$ cat src/rtl/mux_2_to_1.sv
// 2:1 word multiplexer with a combinational output and a registered copy.
// y is independent of clk/rst; y_q/sel_q capture the same selection one edge later.
module mux_2_to_1 #(
    parameter int WIDTH = 4
) (
    input  logic             clk,
    input  logic             rst,
    input  logic [WIDTH-1:0] a,
    input  logic [WIDTH-1:0] b,
    input  logic             sel,
    output logic [WIDTH-1:0] y,
    output logic [WIDTH-1:0] y_q,
    output logic             sel_q
);

    logic [WIDTH-1:0] y_d;
    logic             sel_d;

    assign y     = sel ? b : a;
    assign y_d   = y;
    assign sel_d = sel;

    // Async reset clears the registered copy without waiting for an edge.
    always_ff @(posedge clk or posedge rst) begin
        if (rst) begin
            y_q   <= '0;
            sel_q <= 1'b0;
        end else begin
            y_q   <= y_d;
            sel_q <= sel_d;
        end
    end

endmodule

$ cat config.mk
export PLATFORM = sky130hd
export DESIGN_NAME = mux_2_to_1
export DESIGN_NICKNAME = d
export VERILOG_FILES = /design/src/rtl/mux_2_to_1.sv
export SDC_FILE = /design/constraint.sdc
export NUM_CORES = 1
export LEC_CHECK = 0
export ABC_CLOCK_PERIOD_IN_PS = 850
export CORE_AREA = 3 3 40 42
export CTS_CLUSTER_SIZE = 25
export DETAILED_ROUTE_END_ITERATION = 16
export DIE_AREA = 0 0 43 45
export DONT_BUFFER_PORTS = 1
export PLACE_DENSITY = 0.33
export SYNTH_ARGS = -nofsm -noshare
export SYNTH_HDL_FRONTEND = slang
export SYNTH_SLANG_ARGS = --single-unit
$ cat constraint.sdc
create_clock -name clk -period 0.85 [get_ports clk]
set_clock_uncertainty 0.2 [all_clocks]
set_input_delay 0.17 -clock clk [delete_from_list [all_inputs] [get_ports clk]]
set_output_delay 0.17 -clock clk [all_outputs]
set_load 0.02 [all_outputs]
==> results.json, run 1 <==
{
  "crit_path_end_kind": "output pin",
  "max_freq_ghz": 0.962,
  "synthCells": 10,
  "antenna_found_initial": 0,
  "first_global_vias": 155,
  "drc": 0,
  "port-buffer-count": 0,
  "powerDensity_mw_per_mm2": 2430,
  "n_antenna_cell": 0,
  "nets": 27,
  "p_comb_share_pct": 10.0,
  "synth_cell_types": 3,
  "final_max_slew_viol_count": 0,
  "io_pins": 20,
  "core_mm2": 0.00128,
  "grt_first_pass_wirelength_um": 621,
  "vias": 105,
  "cts.sinks": 5,
  "dieArea_mm2": 0.00194,
  "register_area_um2": 131,
  "post_dp_cell_area_um2": 208,
  "nFillCells": 145,
  "maxSlewHeadroom_pct": 88.1,
  "place.gp.congestion": 0.537,
  "fin_crit_ps": 1040,
  "outcome": "finished with violations",
  "holdBufCountCts": 1,
  "start_util_pct": 13.5,
  "switchingPower_w": 0.000145,
  "cts_buffer_depth": 2,
  "ys_ff_latch": 5,
  "min_path_type": "in2reg",
  "syn_area_um2": 174,
  "cts.clk_slew.worst_paths_ps": 40,
  "first_pass_iters": 2,
  "drtAntennaViolNets": 0,
  "path_class": "reg2out",
  "ir_drop_mv": 0.439,
  "intPower_w": 0.000464,
  "root_buffer": "clkbuf_4",
  "chipHeight_um": 45,
  "p_seq_share_pct": 47.3,
  "start_kind": "register",
  "p_leak_nw": 0.111,
  "finalHoldViolCount": 5,
  "die_w_um": 43,
  "power_frac_clock_pct": 42.7,
  "dp_slack_ps": -17.4,
  "rsz0062_at_grt": "true",
  "cts_tree": "built",
  "max_slew.worst_pin.slew_ps": 179,
  "avgSynthCellArea_um2": 17.4,
  "grt_usage_pct": 5.02,
  "multi_input_area_um2": 60.1,
  "setup_slack_ps": -190,
  "swShare_pct": 23.8,
  "synth_fp_nets": 21,
  "whs_ps": -237,
  "htreeDepth": 1,
  "wire_per_inst_um": 13.4,
  "period_share_pct": 122,
  "grt_max_degree": 6,
  "finalInstanceArea_um2": 250,
  "synth_warnings": 0,
  "required_ps": 480,
  "drt_iter0_markers": 1,
  "viasPerCell": 3.50,
  "cts_inserted_buffers": 3,
  "violations": "negative hold slack, negative setup slack",
  "drv_cap": 0,
  "grt-ovfl-total": 0,
  "fp-row-count": 13,
  "drive_above_1_share_pct": 80.0,
  "cp_data_arrival_time_ps": 670,
  "setup_viol": 9,
  "area_growth_pct": 43.9,
  "worst-path-max-fanout": 1,
  "ys_seq_area_share_pct": 71.9,
  "routed_wl_um": 402
}
## final cells by class
cell class                 count  share of cell area [%]
inverter                       1                    1.50
multi-input combinational      4                    24.0
clock buffer                   4                    10.5
tap                           15                    7.50
sequential                     5                    52.5
timing repair buffer           1                    4.00
## state kept, by name, summed over array words and instances (netlist names)
| signal | flops |
|---|---|
| sel_q | 1 |
| y_q | 4 |
## power groups by stage
stage / Clock [W] / Sequential (W) / Combinational [W]
after CTS: 0.000276 / 0.000287 / 0.0000627
after global placement: 0 / 0.000289 / 0.0000588
after detailed placement: 0 / 0.000289 / 0.0000591
after floorplan: 0 / 0.000286 / 0.0000529
final: 0.000260 / 0.000288 / 0.0000606
after global routing: 0.000296 / 0.000290 / 0.0000659
## per-layer routing
layer / vias to the layer above / part of all wire [%] / track usage (%)
li1: 43 / - / -
met1: 48 / 38 / 5.13
met2: 14 / 45 / 5.09
met3: 0 / 17 / 2.79
met4: 0 / 0 / 9.04
met5: - / 0 / 0
## Yosys cell counts
master | count | area (µm²)
dfrtp_1 | 5 | 125
mux2_2 | 4 | 45.0
inv_1 | 1 | 3.75
## repair_timing
action	4_1_cts	5_1_grt
gates resized for setup	2	3
setup buffers	0	0
endpoints found under the setup margin	9	9
hold endpoints to repair	10	5
## metrics by stage
stage,std cells,hold WS [ps],total power [W],util [%],TNS [ps]
floorplan,10,-251,0.000339,-,-34.2
global placement,25,-235,0.000347,16.2,-66.5
detailed placement,25,-231,0.000348,16.2,-66.9
CTS,30,-246,0.000625,19.2,-1070
global route,30,-253,0.000651,19.5,-1140
finish,30,-237,0.000608,19.5,-1000
## cells by family (layout without fill, tap and decap cells)
logic type | count (synthesis) | after routing | synth area share (%)
buffers and inverters | 1 | 6 | 2.16
DFF | 5 | 5 | 71.9
muxes | 4 | 4 | 25.9
## path summary, 6_finish.rpt
kind                       endpoint   start  depth (start not counted)  slack, ps
max                          y_q[3]  y_q[3]                          0       -190
min                           sel_q     sel                          0       -240
max in group asynchronous    y_q[0]     rst                          2        200
min in group asynchronous     sel_q     rst                          2         70
## placed cells by master (no fill, tap or decap)
| cell type | synthesis | layout |
|---|---|---|
| clkbuf_1 | 0 | 1 |
| inv_1 | 1 | 1 |
| dfrtp_2 | 0 | 5 |
| clkbuf_4 | 0 | 3 |
| mux2_4 | 0 | 4 |
| dlygate4sd3_1 | 0 | 1 |
Note: power is estimated with default switching activity, not from simulation.
==> inputs of run 2 (changes only) <==
--- a/config.mk
+++ b/config.mk
@@ -6,6 +6,7 @@
 export NUM_CORES = 1
 export LEC_CHECK = 0
 export ABC_CLOCK_PERIOD_IN_PS = 850
+export CAP_MARGIN = 20
 export CORE_AREA = 3 3 40 42
 export CTS_CLUSTER_SIZE = 25
 export DETAILED_ROUTE_END_ITERATION = 16
==> results of run 2 <==
No change in the layout: final DEF, timing and power equal those of run 1.
